### config.mk
export PLATFORM = sky130hd
export DESIGN_NAME = as_hdr_parser_flat
export DESIGN_NICKNAME = d
export VERILOG_FILES = /design/src/rtl/as_hdr_parser_if.sv /design/src/rtl/as_hdr_parser.sv /design/src/flat_wrapper.sv
export SDC_FILE = /design/constraint.sdc
export NUM_CORES = 1
export LEC_CHECK = 0
export ABC_AREA = 1
export CAP_MARGIN = 10
export CORE_ASPECT_RATIO = 1.5
export CORE_MARGIN = 4
export CORE_UTILIZATION = 50
export CTS_CLUSTER_DIAMETER = 120
export DETAILED_ROUTE_END_ITERATION = 8
export PLACE_DENSITY = 0.87
export SYNTH_ARGS = -nofsm -noshare
export SYNTH_HDL_FRONTEND = slang
export SYNTH_SLANG_ARGS = --single-unit
### constraint.sdc
create_clock -name clk -period 9.3 [get_ports clk]
set_clock_uncertainty 0.1 [all_clocks]
set_input_delay 1.395 -clock clk [delete_from_list [all_inputs] [get_ports clk]]
set_output_delay 1.395 -clock clk [all_outputs]
set_load 0.05 [all_outputs]
### src/rtl/as_hdr_parser_if.sv
// Packet-bus monitor and LUT handshake bundle for the anti-spoof header parser.
interface as_hdr_parser_if #(
  parameter int DATA_WIDTH  = 64,
  parameter int CTRL_WIDTH  = 8,
  parameter int NUM_IQ_BITS = 3
);
  logic [DATA_WIDTH-1:0]  in_data;
  logic [CTRL_WIDTH-1:0]  in_ctrl;
  logic                   in_wr;
  logic [47:0]            dst_mac;
  logic [47:0]            src_mac;
  logic [31:0]            dst_ip;
  logic [31:0]            src_ip;
  logic [NUM_IQ_BITS-1:0] src_port;
  logic                   is_ip;
  logic                   lookup_req;
  logic                   lookup_ack;
  logic                   parse_done;
  logic                   runt_pkt;
  logic                   hdr_overflow;

  // Environment side: drives the packet bus and the LUT acknowledge.
  modport master (
    output in_data, in_ctrl, in_wr, lookup_ack,
    input  dst_mac, src_mac, dst_ip, src_ip, src_port, is_ip,
           lookup_req, parse_done, runt_pkt, hdr_overflow
  );

  // Parser side: monitors the bus and presents extracted headers.
  modport slave (
    input  in_data, in_ctrl, in_wr, lookup_ack,
    output dst_mac, src_mac, dst_ip, src_ip, src_port, is_ip,
           lookup_req, parse_done, runt_pkt, hdr_overflow
  );
endinterface

### src/rtl/as_hdr_parser.sv
// Passive header sniffer: pulls port/MAC/IPv4 fields out of each packet,
// queues them in a 2-entry FIFO and hands them to the MAC CAM LUT.
module as_hdr_parser #(
  parameter int                   DATA_WIDTH         = 64,
  parameter int                   CTRL_WIDTH         = 8,
  parameter int                   NUM_IQ_BITS        = 3,
  parameter int                   SRC_PORT_POS       = 16,
  parameter logic [CTRL_WIDTH-1:0] IO_QUEUE_STAGE_NUM = 8'hFF
) (
  input logic           clk,
  input logic           reset,
  as_hdr_parser_if.slave bus
);

  typedef enum logic [2:0] {
    P_IDLE, P_HDRS, P_DW2, P_DW3, P_DW4, P_DW5, P_WAIT_EOP
  } parseState_t;

  typedef enum logic [1:0] {
    REQ_IDLE, REQ_WAIT, ACK_LOW
  } reqState_t;

  typedef struct packed {
    logic                   isIp;
    logic [NUM_IQ_BITS-1:0] srcPort;
    logic [47:0]            dstMac;
    logic [47:0]            srcMac;
    logic [31:0]            srcIp;
    logic [31:0]            dstIp;
  } hdrEntry_t;

  parseState_t parseState_q, parseState_d;
  reqState_t   reqState_q, reqState_d;

  logic [DATA_WIDTH-1:0] inData;
  logic                  ctrlZero;

  logic capPort, capW1, capW2, capW4, pushReq, runt;
  logic lookupReq, pop, fifoPush, overflow;

  logic [NUM_IQ_BITS-1:0] srcPort_q;
  logic [47:0]            dstMac_q;
  logic [15:0]            srcMacHi_q;
  logic [31:0]            srcMacLo_q;
  logic [15:0]            ethertype_q;
  logic [31:0]            srcIp_q;
  logic [15:0]            dstIpHi_q;

  hdrEntry_t   mem_q [2];
  hdrEntry_t   newEntry, head;
  logic        wrPtr_q, rdPtr_q;
  logic [1:0]  count_q, count_d;
  logic        parseDone_q, overflow_q, runt_q;
  logic        newIsIp;

  assign inData   = bus.in_data;
  assign ctrlZero = (bus.in_ctrl == '0);

  // Parser state register; reset drops back to IDLE so a cut packet is skipped.
  always_ff @(posedge clk) begin
    if (reset) parseState_q <= P_IDLE;
    else       parseState_q <= parseState_d;
  end

  // Parser next state: walk the first five data words, bail out on early EOP.
  always_comb begin
    parseState_d = parseState_q;
    if (bus.in_wr) begin
      case (parseState_q)
        P_IDLE:     if (bus.in_ctrl == IO_QUEUE_STAGE_NUM) parseState_d = P_HDRS;
        P_HDRS:     if (ctrlZero) parseState_d = P_DW2;
        P_DW2:      parseState_d = ctrlZero ? P_DW3 : P_IDLE;
        P_DW3:      parseState_d = ctrlZero ? P_DW4 : P_IDLE;
        P_DW4:      parseState_d = ctrlZero ? P_DW5 : P_IDLE;
        P_DW5:      parseState_d = ctrlZero ? P_WAIT_EOP : P_IDLE;
        P_WAIT_EOP: if (!ctrlZero) parseState_d = P_IDLE;
        default:    parseState_d = P_IDLE;
      endcase
    end
  end

  // Parser outputs: which field group to capture, when to push, when the packet is a runt.
  always_comb begin
    capPort = 1'b0;
    capW1   = 1'b0;
    capW2   = 1'b0;
    capW4   = 1'b0;
    pushReq = 1'b0;
    runt    = 1'b0;
    if (bus.in_wr) begin
      case (parseState_q)
        P_IDLE: capPort = (bus.in_ctrl == IO_QUEUE_STAGE_NUM);
        P_HDRS: capW1   = ctrlZero;
        P_DW2:  begin capW2 = ctrlZero; runt = !ctrlZero; end
        P_DW3:  runt = !ctrlZero;
        P_DW4:  begin capW4 = ctrlZero; runt = !ctrlZero; end
        P_DW5:  pushReq = 1'b1;
        default: ;
      endcase
    end
  end

  // Field capture registers, filled word by word as the header streams past.
  always_ff @(posedge clk) begin
    if (reset) begin
      srcPort_q   <= '0;
      dstMac_q    <= '0;
      srcMacHi_q  <= '0;
      srcMacLo_q  <= '0;
      ethertype_q <= '0;
      srcIp_q     <= '0;
      dstIpHi_q   <= '0;
    end else begin
      if (capPort) srcPort_q <= inData[SRC_PORT_POS +: NUM_IQ_BITS];
      if (capW1) begin
        dstMac_q   <= inData[63:16];
        srcMacHi_q <= inData[15:0];
      end
      if (capW2) begin
        srcMacLo_q  <= inData[63:32];
        ethertype_q <= inData[31:16];
      end
      if (capW4) begin
        srcIp_q   <= inData[47:16];
        dstIpHi_q <= inData[15:0];
      end
    end
  end

  // The last dst_ip half comes straight off word 5; IPs are zeroed for non-IPv4.
  assign newIsIp          = (ethertype_q == 16'h0800);
  assign newEntry.isIp    = newIsIp;
  assign newEntry.srcPort = srcPort_q;
  assign newEntry.dstMac  = dstMac_q;
  assign newEntry.srcMac  = {srcMacHi_q, srcMacLo_q};
  assign newEntry.srcIp   = newIsIp ? srcIp_q : 32'h0;
  assign newEntry.dstIp   = newIsIp ? {dstIpHi_q, inData[63:48]} : 32'h0;

  // A full FIFO still accepts a push when the head is being popped the same cycle.
  assign fifoPush = pushReq && ((count_q != 2'd2) || pop);
  assign overflow = pushReq && (count_q == 2'd2) && !pop;

  // Count next value from the push/pop pair.
  always_comb begin
    count_d = count_q;
    case ({fifoPush, pop})
      2'b10:   count_d = count_q + 2'd1;
      2'b01:   count_d = count_q - 2'd1;
      default: count_d = count_q;
    endcase
  end

  // FIFO storage; validity is tracked by the count, so the entries need no reset.
  always_ff @(posedge clk) begin
    if (fifoPush) mem_q[wrPtr_q] <= newEntry;
  end

  // FIFO pointers, occupancy and the one-cycle status pulses.
  always_ff @(posedge clk) begin
    if (reset) begin
      wrPtr_q     <= 1'b0;
      rdPtr_q     <= 1'b0;
      count_q     <= 2'd0;
      parseDone_q <= 1'b0;
      overflow_q  <= 1'b0;
      runt_q      <= 1'b0;
    end else begin
      if (fifoPush) wrPtr_q <= ~wrPtr_q;
      if (pop)      rdPtr_q <= ~rdPtr_q;
      count_q     <= count_d;
      parseDone_q <= fifoPush;
      overflow_q  <= overflow;
      runt_q      <= runt;
    end
  end

  // Handshake state register.
  always_ff @(posedge clk) begin
    if (reset) reqState_q <= REQ_IDLE;
    else       reqState_q <= reqState_d;
  end

  // Handshake next state: a new request needs ack low first, so a lingering ack cannot complete it.
  always_comb begin
    reqState_d = reqState_q;
    case (reqState_q)
      REQ_IDLE: if ((count_q != 2'd0) && !bus.lookup_ack) reqState_d = REQ_WAIT;
      REQ_WAIT: if (bus.lookup_ack) reqState_d = ACK_LOW;
      ACK_LOW:  if (!bus.lookup_ack) reqState_d = REQ_IDLE;
      default:  reqState_d = REQ_IDLE;
    endcase
  end

  // Handshake outputs: request level and the pop strobe on a sampled ack.
  always_comb begin
    lookupReq = (reqState_q == REQ_WAIT);
    pop       = (reqState_q == REQ_WAIT) && bus.lookup_ack;
  end

  assign head = (count_q != 2'd0) ? mem_q[rdPtr_q] : '0;

  assign bus.dst_mac      = head.dstMac;
  assign bus.src_mac      = head.srcMac;
  assign bus.dst_ip       = head.dstIp;
  assign bus.src_ip       = head.srcIp;
  assign bus.src_port     = head.srcPort;
  assign bus.is_ip        = head.isIp;
  assign bus.lookup_req   = lookupReq;
  assign bus.parse_done   = parseDone_q;
  assign bus.runt_pkt     = runt_q;
  assign bus.hdr_overflow = overflow_q;

endmodule

### src/flat_wrapper.sv
// flat-port wrapper written by rule: the top's interface ports become plain ports
module as_hdr_parser_flat 
#(
  parameter int                   DATA_WIDTH         = 64,
  parameter int                   CTRL_WIDTH         = 8,
  parameter int                   NUM_IQ_BITS        = 3,
  parameter int                   SRC_PORT_POS       = 16,
  parameter logic [CTRL_WIDTH-1:0] IO_QUEUE_STAGE_NUM = 8'hFF
)
  (clk, reset, bus_in_data, bus_in_ctrl, bus_in_wr, bus_lookup_ack, bus_dst_mac, bus_src_mac, bus_dst_ip, bus_src_ip, bus_src_port, bus_is_ip, bus_lookup_req, bus_parse_done, bus_runt_pkt, bus_hdr_overflow);
  as_hdr_parser_if #(.DATA_WIDTH(DATA_WIDTH), .CTRL_WIDTH(CTRL_WIDTH), .NUM_IQ_BITS(NUM_IQ_BITS)) bus_i ();
  input logic clk;
  input logic reset;
  input wire logic [$bits(bus_i.in_data)-1:0] bus_in_data;
  input wire logic [$bits(bus_i.in_ctrl)-1:0] bus_in_ctrl;
  input wire logic [$bits(bus_i.in_wr)-1:0] bus_in_wr;
  input wire logic [$bits(bus_i.lookup_ack)-1:0] bus_lookup_ack;
  output wire logic [$bits(bus_i.dst_mac)-1:0] bus_dst_mac;
  output wire logic [$bits(bus_i.src_mac)-1:0] bus_src_mac;
  output wire logic [$bits(bus_i.dst_ip)-1:0] bus_dst_ip;
  output wire logic [$bits(bus_i.src_ip)-1:0] bus_src_ip;
  output wire logic [$bits(bus_i.src_port)-1:0] bus_src_port;
  output wire logic [$bits(bus_i.is_ip)-1:0] bus_is_ip;
  output wire logic [$bits(bus_i.lookup_req)-1:0] bus_lookup_req;
  output wire logic [$bits(bus_i.parse_done)-1:0] bus_parse_done;
  output wire logic [$bits(bus_i.runt_pkt)-1:0] bus_runt_pkt;
  output wire logic [$bits(bus_i.hdr_overflow)-1:0] bus_hdr_overflow;
  assign bus_i.in_data = bus_in_data;
  assign bus_i.in_ctrl = bus_in_ctrl;
  assign bus_i.in_wr = bus_in_wr;
  assign bus_i.lookup_ack = bus_lookup_ack;
  assign bus_dst_mac = bus_i.dst_mac;
  assign bus_src_mac = bus_i.src_mac;
  assign bus_dst_ip = bus_i.dst_ip;
  assign bus_src_ip = bus_i.src_ip;
  assign bus_src_port = bus_i.src_port;
  assign bus_is_ip = bus_i.is_ip;
  assign bus_lookup_req = bus_i.lookup_req;
  assign bus_parse_done = bus_i.parse_done;
  assign bus_runt_pkt = bus_i.runt_pkt;
  assign bus_hdr_overflow = bus_i.hdr_overflow;
  as_hdr_parser #(.DATA_WIDTH(DATA_WIDTH), .CTRL_WIDTH(CTRL_WIDTH), .NUM_IQ_BITS(NUM_IQ_BITS), .SRC_PORT_POS(SRC_PORT_POS), .IO_QUEUE_STAGE_NUM(IO_QUEUE_STAGE_NUM)) u_core (.clk(clk), .reset(reset), .bus(bus_i));
endmodule
# Yosys cells after proc, flatten, opt, wreduce, memory -nomap -nowiden
# Memories as Yosys holds them, arrays and structs flattened. A register that Yosys moved wholly into a read port is not among the register bits.
# Cells that the tools add are included.
[totals]
output_inout_bits = 168
in_bits = 76
mem_bits_rw = 328
elab_cells = 90
memories = 1
reg_bits = 175
[memory_table]
columns = ["memory", "words", "width", "read_ports", "rd_ports_with_merged_regs", "write_ports", "line", "text"]
rows = [
  ["u_core.mem_q", 2, 164, 1, 1, 1, "as_hdr_parser.sv:49", "hdrEntry_t mem_q [2];"],
]
[classes]
reduce_logical = 18
bitwise = 4
muxes = 30
eq_ne = 20
addsub = 2
[op_table]
columns = ["operator", "n"]
rows = [
  ["$mux 164", 1],
  ["$mux 32", 2],
  ["$pmux 3 s7", 1],
  ["$mux 3", 6],
  ["$eq 16x12->1 const B", 1],
  ["$mux 1", 14],
  ["$eq 3x3->1 const B", 3],
  ["$eq 8x8->1 const B", 1],
  ["$logic_not 8->1", 1],
  ["$mux 2", 4],
  ["$ne 2x2->1 const B", 4],
  ["$eq 2x2->1 const B", 3],
  ["$eq 3x2->1 const B", 2],
  ["$ne 2x1->1 const B", 3],
  ["$pmux 2 s3", 1],
  ["$reduce_or 3->1", 2],
  ["$logic_and 1x1->1", 5],
  ["$eq 2x1->1 const B", 2],
  ["$not 1->1", 4],
  ["$pmux 2 s2", 1],
  ["$reduce_and 4->1", 1],
  ["$reduce_bool 2->1", 2],
  ["$eq 3x1->1 const B", 1],
  ["$logic_not 1->1", 3],
  ["6 further kinds", 6],
]

# Longest topological paths before layout
# Gate-level depths: netlist (run 1).
[logic_depth]
ltp_word = 6
ltp_mapped = 10
mapped_depth_nobuf = 10

# Least setup slack after synthesis (run 1)
# No wires, ideal clock.
[synth_path]
path_type = "input-to-reg"
startpoint = "input port bus_lookup_ack"
endpoint = "memory u_core.mem_q[1][0] in the netlist's numbering, enable pin"
path_stages = 4
arrival_time_ns = 8.619
setup_time_ns = 0.691
t_required_ns = 8.509
path_slack_ns = -0.111
n_path_buf = 0
path_cell_list = "nand2_1 nand3_1 nand2_1 nor2_1"
[synth_between]
elab_chain_cells = 5
[synth_rtl]
columns = ["item", "line", "text"]
rows = [
  ["start: declaration", "flat_wrapper.sv:17", "input wire logic [$bits(bus_i.lookup_ack)-1:0] bus_lookup_ack;"],
  ["$logic_and 1x1->1", "as_hdr_parser.sv:197", "pop = (reqState_q == REQ_WAIT) && bus.lookup_ack;"],
  ["$logic_or 1x1->1", "as_hdr_parser.sv:140", "assign fifoPush = pushReq && ((count_q != 2'd2) || pop);"],
  ["$logic_and 1x1->1", "as_hdr_parser.sv:140", ""],
  ["$mux 1", "as_hdr_parser.sv:155", "if (fifoPush) mem_q[wrPtr_q] <= newEntry;"],
  ["$mux 1 (not written as such)", "as_hdr_parser.sv:155", ""],
  ["end: declaration", "as_hdr_parser.sv:49", ""],
]
# No other way between the ends.

==> results of run 1 <==
[placed cells by master (no fill, tap or decap), types with 4 or more instances in the layout]
master,instances
a21oi_1,336
buf_4,11
bufinv_16,6
clkbuf_1,6
clkbuf_16,45
clkbuf_8,5
clkdlybuf4s50_1,242
clkinv_1,7
clkinv_2,7
dfxtp_1,175
edfxtp_1,328
inv_1,156
inv_6,4
nand2_1,420
nand3_1,10
nor2_1,82
nor3_1,6
o21ai_0,75
o21ai_1,56
[worst reg2reg max path, cell delays in order (launching register included)]
cell and delay (ns):
dfxtp_1 0.38, inv_1 0.13, nor2_2 0.24, nand2_1 0.14
nor2_1 0.22, nand2_1 0.20, nor2_4 0.13, buf_4 0.65
buf_4 0.86
[through the flow]
stage	cells	hold slack, ns	worst slack (ns)	area [um^2]	total power [mW]
5_1_grt	2499	0.3568	3.493	23190	4.442
3_5_place_dp	2414	0.3390	4.273	21640	2.480
6_report	2500	0.3521	3.767	23190	4.318
2_1_floorplan	1783	0.3203	2.660	19050	2.427
4_1_cts	2496	0.3546	3.661	23150	4.343
3_3_place_gp	2414	0.3292	4.392	21640	2.479
[state kept, by name (all words and copies together) (netlist names), 2 cells and up, named ones only]
name and cells:
u_core.count_q 2, u_core.dstIpHi_q 16, u_core.dstMac_q 48, u_core.ethertype_q 16, u_core.mem_q 328, u_core.parseState_q 3
u_core.reqState_q 2, u_core.srcIp_q 32, u_core.srcMacHi_q 16, u_core.srcMacLo_q 32, u_core.srcPort_q 3
[area by class of cell]
| cell class | count | area [um^2] |
|---|---|---|
| repair buffers | 256 | 2557 |
| diodes | 3 | 7.507 |
| inverters | 162 | 616.8 |
| clock inverters | 26 | 296.5 |
| clock buffers | 56 | 1217 |
| multi-input cells | 1004 | 4504 |
| well taps | 489 | 611.8 |
| fillers | 2882 | 14480 |
| flip-flops and latches | 504 | 13380 |
[power groups by stage]
stage,clock [mW],combinational (mW),sequential [mW]
3_5_place_dp,0,0.0774,2.40
3_3_place_gp,0,0.0763,2.40
4_1_cts,1.91,0.0781,2.35
6_report,1.89,0.0790,2.35
2_1_floorplan,0,0.0239,2.40
5_1_grt,2.01,0.0847,2.35
[routing by layer]
layer	GRT usage	up-vias
met4	0.1263	2
met5	0	-
met3	0.03087	146
met1	0.2509	6543
met2	0.3845	549
li1	-	6372
[logic make-up after synthesis]
family | after synthesis | share of synthesized area
xor+xnor | 1 | 0.0004599
compound gates | 468 | 0.1232
flops | 504 | 0.7021
simple gates | 534 | 0.1104
buf+inv | 275 | 0.06313
fa+ha+maj | 1 | 0.0006568
[worst min path at each step]
stage | startpoint | endpoint | slack (ns) | cells past startpoint
floorplan | u_core.srcPort_q[0] | u_core.mem_q[0][160] | 0.32 | 0
global placement | u_core.dstMac_q[16] | u_core.mem_q[0][128] | 0.33 | 0
detailed placement | u_core.dstMac_q[12] | u_core.mem_q[1][124] | 0.34 | 0
CTS | u_core.dstMac_q[12] | u_core.mem_q[0][124] | 0.35 | 0
global route | u_core.dstMac_q[9] | u_core.mem_q[0][121] | 0.36 | 0
finish | u_core.dstMac_q[11] | u_core.mem_q[0][123] | 0.35 | 0
==> summary.txt, run 1 <==
Synthesis
  – Top-area cell type share of the netlist area: 0.5171
  – Cell taking the most area after synthesis: edfxtp_1
  – FF+latch count, synth: 504
  – Yosys warns: 0
  – Cells after Synth: 1783
  – Synth Cell Area: 19050 um^2
  – Count leader, synth: nand2_1
  – Synthesized area per cell: 10.68 um^2
  – Yosys cell types: 30
  – Area contributors post-synth: edfxtp_1 (52%), dfxtp_1 (18%), a21oi_1 (8.8%), nand2_1 (8.3%), inv_1 (3.1%)
  – Post-synth net total: 1860
  – FFs w/ async S/R, synth: 0
  – EDFF count, synth: 328
  – Sequential area share after synthesis: 0.7021
  – Commonest cells post-synth: nand2_1 (421), a21oi_1 (336), edfxtp_1 (328)
  – Main flop type after synthesis: edfxtp_1

Critical path
  – Critical Setup Path Class: flip-flop to primary output
  – Worst Setup End Kind: primary output
  – Startpoint Class: flip-flop
  – Buf/Inv on CP: 3
  – CP arrival: 4.04 ns
  – CP Max Fanout: 90
  – Top delay family on crit path: buffers and inverters
  – Crit path cell chain: inv_6, buf_4, nand2_1, a21oi_1, clkdlybuf4s50_1
  – Slowest stage delay, CP: 0.88 ns
  – Worst R2R Setup Slack: 5.82 ns
  – Cell count along the critical path: 5
  – R2r startpoint: u_core.parseState_q[2]
  – Critical Path End: bus_src_mac[43]
  – Slowest CP cell: clkdlybuf4s50_1
  – Worst Reg2Reg Path Length in Cells: 8
  – Reg2reg end: u_core.mem_q[1][60]
  – Worst Path Required: 7.81 ns

Route
  – Met1 wire length: 17340 um
  – Routed Antenna Nets: 0
  – Max Used Layer: met5
  – Wire per inst: 18.88 um
  – 1st-iter DRT viols: 1001
  – Met3 Wirelength: 2663 um
  – Vias per cell: 5.445
  – Met2 WL: 24400 um
  – Residual DRC: 0
  – Via count: 13612
  – Drt total wl: 47200 um
  – First-pass DRT Iterations: 6

Clock tree
  – CTS tree: done
  – Cts hold-fix bufs: 0
  – Worst-path clk slew: 0.06 ns
  – Post-CTS Setup Inserts: 0
  – Worst skew pair latency: 0.55 ns
  – Clock sinks: 504
  – H-Tree Level Count: 2
  – CTS root buffer: clkbuf_16
  – Cts bufs inserted: 44
  – Clock Path Buffers: 3
  – CTS resizes: 0

Timing
  – Setup Viol. Count Final: 0
  – Final worst path period need: 5.533 ns
  – Final Max Tran Viols: 0
  – Fmax: 0.1807 GHz
  – Measured slew at the worst slew-check pin: 1.019 ns
  – Final setup TNS: 0 ns
  – Final hold vios: 0
  – Normalized max-slew margin: 0.3206
  – Unrepaired setup endpoints after global routing: false
  – Fin crit share: 0.5950

Cells and area
  – Synthesis-to-finish area growth: 21.75%
  – Core Util, Final: 0.6157
  – Share of layout cells above drive strength 1: 0.05030
  – Layout net count: 2049

Global routing
  – Initial antenna violation count: 3
  – GRT overflow: 0
  – Vias in the first global route: 13696
  – Pin count of the biggest net entering global routing: 146
  – GRT Util Overall: 0.2171
  – First-pass GRT wire length: 71660 um

Floorplan
  – Row cnt: 87
  – Chip width: 167.4 um
  – Num ports: 244
  – Die H: 247.0 um
  – Starting Density: 0.5057
  – Full die area: 41340 um^2
  – Core Area: 37660 um^2

Run status
  – Status: complete, no violations

Placement
  – # port buffers: 243
  – Post-DP HPWL: 28140 um
  – Final Wtd Congestion: 0.8356

Pwr
  – Internal power: 3.490 mW
  – Peak VDD IR: 0.1217 mV
  – Register share of total power: 0.545
  – Combinational power share: 0.018
  – Leakage Power: 7.949 nW
  – Clock power share: 0.437
  – Net switching power: 0.8278 mW
  – Sw frac: 0.1917
  – Pwr dens: 186.2 nW/um^2

Job
  – Max_cap viols: 0

Worst hold path
  – Worst min path class: flip-flop to flip-flop
Note: power is estimated with default switching activity, not from simulation.
==> run 2: changes to the inputs <==
==> constraint.sdc (replaced) <==
create_clock -name clk -period 4.5 [get_ports clk]
set_clock_uncertainty 0.1 [all_clocks]
set_input_delay 0.675 -clock clk [delete_from_list [all_inputs] [get_ports clk]]
set_output_delay 0.675 -clock clk [all_outputs]
set_load 0.05 [all_outputs]
==> summary.txt, run 2 (synthesized netlist as in run 1, its figures left out) <==
Cells and area
  – Synthesis-to-finish area growth: 21.93% (was 21.75%)
  – Commonest non-fill, non-tap cell in the layout: nand2_1 (unchanged)
  – FF+latch area: 13380 um^2 (unchanged)
  – Biggest regs: u_core.mem_q x328, u_core.dstMac_q x48 (unchanged)
  – Final Instance Area: 23220 um^2 (was 23190 um^2)
  – Largest register by flop count: u_core.mem_q (unchanged)
  – Area of the multi-input gates: 4507 um^2 (was 4504 um^2)
  – Max reg flops: 328 (unchanged)
  – Most frequent cells in the layout: nand2_1 (420), a21oi_1 (336), edfxtp_1 (328) (unchanged)
  – Layout net count: 2058 (was 2049)
  – Core Util, Final: 0.6166 (was 0.6157)
  – Share of layout cells above drive strength 1: 0.05261 (was 0.05030)
  – FILL cells: 2856 (was 2882)
  – Final Non-Filler Cells: 2506 (was 2500)

Route
  – First-pass DRT Iterations: 6 (unchanged)
  – 1st-iter DRT viols: 1425 (was 1001)
  – Residual DRC: 0 (unchanged)
  – Drt total wl: 48510 um (was 47200 um)
  – Wire per inst: 19.36 um (was 18.88 um)
  – Via count: 13828 (was 13612)
  – Vias per cell: 5.518 (was 5.445)
  – Routed Antenna Nets: 0 (unchanged)

Placement
  – # port buffers: 243 (unchanged)
  – Post-DP HPWL: 29920 um (was 28140 um)
  – Final Wtd Congestion: 0.8518 (was 0.8356)
  – Pre-CTS WS: 0.8973 ns (was 4.273 ns)
  – Area post-placement: 21780 um^2 (was 21640 um^2)
  – Placed cell count: 2424 (was 2414)

Critical path
  – Worst Setup End Kind: primary output (unchanged)
  – Buf/Inv on CP: 3 (unchanged)
  – CP Max Fanout: 82 (was 90)
  – Crit path cell chain: inv_6, buf_4, nand2_1, a21oi_1, clkdlybuf4s50_1 (unchanged)
  – Top delay family on crit path: buffers and inverters (unchanged)
  – Worst Path Required: 3.72 ns (was 7.81 ns)
  – Slowest stage delay, CP: 0.86 ns (was 0.88 ns)
  – Worst R2R Setup Slack: 1.86 ns (was 5.82 ns)
  – Startpoint Class: flip-flop (unchanged)
  – R2r startpoint: u_core.parseState_q[2] (unchanged)
  – CP arrival: 3.41 ns (was 4.04 ns)
  – Reg2reg end: u_core.mem_q[0][130] (was u_core.mem_q[1][60])
  – Critical Setup Path Class: flip-flop to primary output (unchanged)
  – Worst Reg2Reg Path Length in Cells: 7 (was 8)
  – Slowest CP cell: clkdlybuf4s50_1 (unchanged)

Global routing
  – GRT overflow: 0 (unchanged)
  – GRT Util Overall: 0.2224 (was 0.2171)
  – Pin count of the biggest net entering global routing: 132 (was 146)
  – First-pass GRT wire length: 72570 um (was 71660 um)
  – Initial antenna violation count: 3 (unchanged)
  – Vias in the first global route: 13487 (was 13696)

Timing
  – Hold Slack: 0.3489 ns (was 0.3521 ns)
  – Setup Viol. Count Final: 0 (unchanged)
  – Post-route setup slack: 0.3174 ns (was 3.767 ns)
  – Final setup TNS: 0 ns (unchanged)
  – Fmax: 0.2391 GHz
  – Measured slew at the worst slew-check pin: 1.132 ns (was 1.019 ns)
  – Unrepaired setup endpoints after global routing: false (unchanged)
  – Final hold vios: 0 (unchanged)
  – Final worst path period need: 4.183 ns
  – Final Max Tran Viols: 0 (unchanged)
  – Fin crit share: 0.9295
  – Normalized max-slew margin: 0.2427 (was 0.3206)

Clock tree
  – Worst skew pair latency: 0.54 ns (was 0.55 ns)
  – Worst-path clk slew: 0.06 ns (about the same)
  – Clock sinks: 504 (unchanged)
  – CTS root buffer: clkbuf_16 (unchanged)
  – CTS tree: done (unchanged)
  – H-Tree Level Count: 2 (unchanged)
  – Cts hold-fix bufs: 0 (unchanged)
  – Clock Path Buffers: 3 (unchanged)
  – Post-CTS Setup Inserts: 0 (unchanged)
  – Cts bufs inserted: 43 (was 44)
  – CTS resizes: 0 (unchanged)

Worst hold path
  – Hold depth: 0 (unchanged)
  – Worst min path class: flip-flop to flip-flop (unchanged)
  – Hold Path End: u_core.mem_q[1][162] (was u_core.mem_q[0][123])
  – Hold wc startpoint: u_core.srcPort_q[2] (was u_core.dstMac_q[11])

Pwr
  – Peak VDD IR: 0.2356 mV (was 0.1217 mV)
  – Leakage Power: 7.957 nW (was 7.949 nW)
  – Combinational power share: 0.019 (was 0.018)
  – Register share of total power: 0.558 (was 0.545)
  – Net switching power: 1.683 mW (was 0.8278 mW)
  – Pwr dens: 375.4 nW/um^2 (was 186.2 nW/um^2)
  – Internal power: 7.035 mW (was 3.490 mW)
  – Sw frac: 0.1930 (was 0.1917)
  – Total power: 8.718 mW (was 4.318 mW)
  – Clock power share: 0.423 (was 0.437)

Floorplan
  – Chip width: 167.4 um (unchanged)
  – Row cnt: 87 (unchanged)
  – Num ports: 244 (unchanged)
  – Full die area: 41340 um^2 (unchanged)
  – Core Area: 37660 um^2 (unchanged)
  – Die H: 247.0 um (unchanged)
  – Starting Density: 0.5057 (unchanged)

Job
  – Max_cap viols: 0 (unchanged)

Run status
  – Status: complete, no violations (unchanged)
## run 2: power groups by stage
stage	Combinational [mW]	Clock [mW]	Sequential (mW)
after floorplan	0.0494	0	4.97
after global placement	0.158	0	4.97
after detailed placement	0.161	0	4.97
after CTS	0.163	3.73	4.86
after global routing	0.176	3.91	4.86
final	0.165	3.69	4.86
## run 2: layout make-up
class	instances	area share
clock inverters	11	0.005065
diodes	2	0.0002155
well taps	489	0.02635
flip-flops and latches	504	0.5760
multi-input cells	1004	0.1941
inverters	162	0.02656
clock buffers	68	0.05566
repair buffers	266	0.1161
## run 2: layer usage
| layer | up-vias | GRT usage | wire length [um] |
|---|---|---|---|
| met2 | 673 | 0.3990 | 25290 |
| li1 | 6378 | - | - |
| met5 | - | 0 | 13 |
| met3 | 157 | 0.03310 | 3233 |
| met1 | 6618 | 0.2508 | 17160 |
| met4 | 2 | 0.1309 | 2810 |
## run 2: worst max path at each step
stage	from	to	slack, ns	cells after the start
3_3_place_gp	flip-flop	bus_dst_mac[40]	0.95	5
4_1_cts	flip-flop	bus_dst_mac[40]	0.31	5
2_1_floorplan	u_core.reqState_q[0]	u_core.mem_q[1][0]	0.18	6
5_1_grt	flip-flop	bus_dst_ip[25]	0.19	5
3_5_place_dp	flip-flop	bus_dst_mac[40]	0.90	5
6_report	flip-flop	bus_dst_ip[25]	0.32	5
## run 2: worst reg2reg max path: cells and delay by family, from the launching register on
kind / cells / cell delay [ns]
buffers and inverters: 2 / 0.52
AND/OR/NAND/NOR: 5 / 1.21
flip-flops: 1 / 0.36
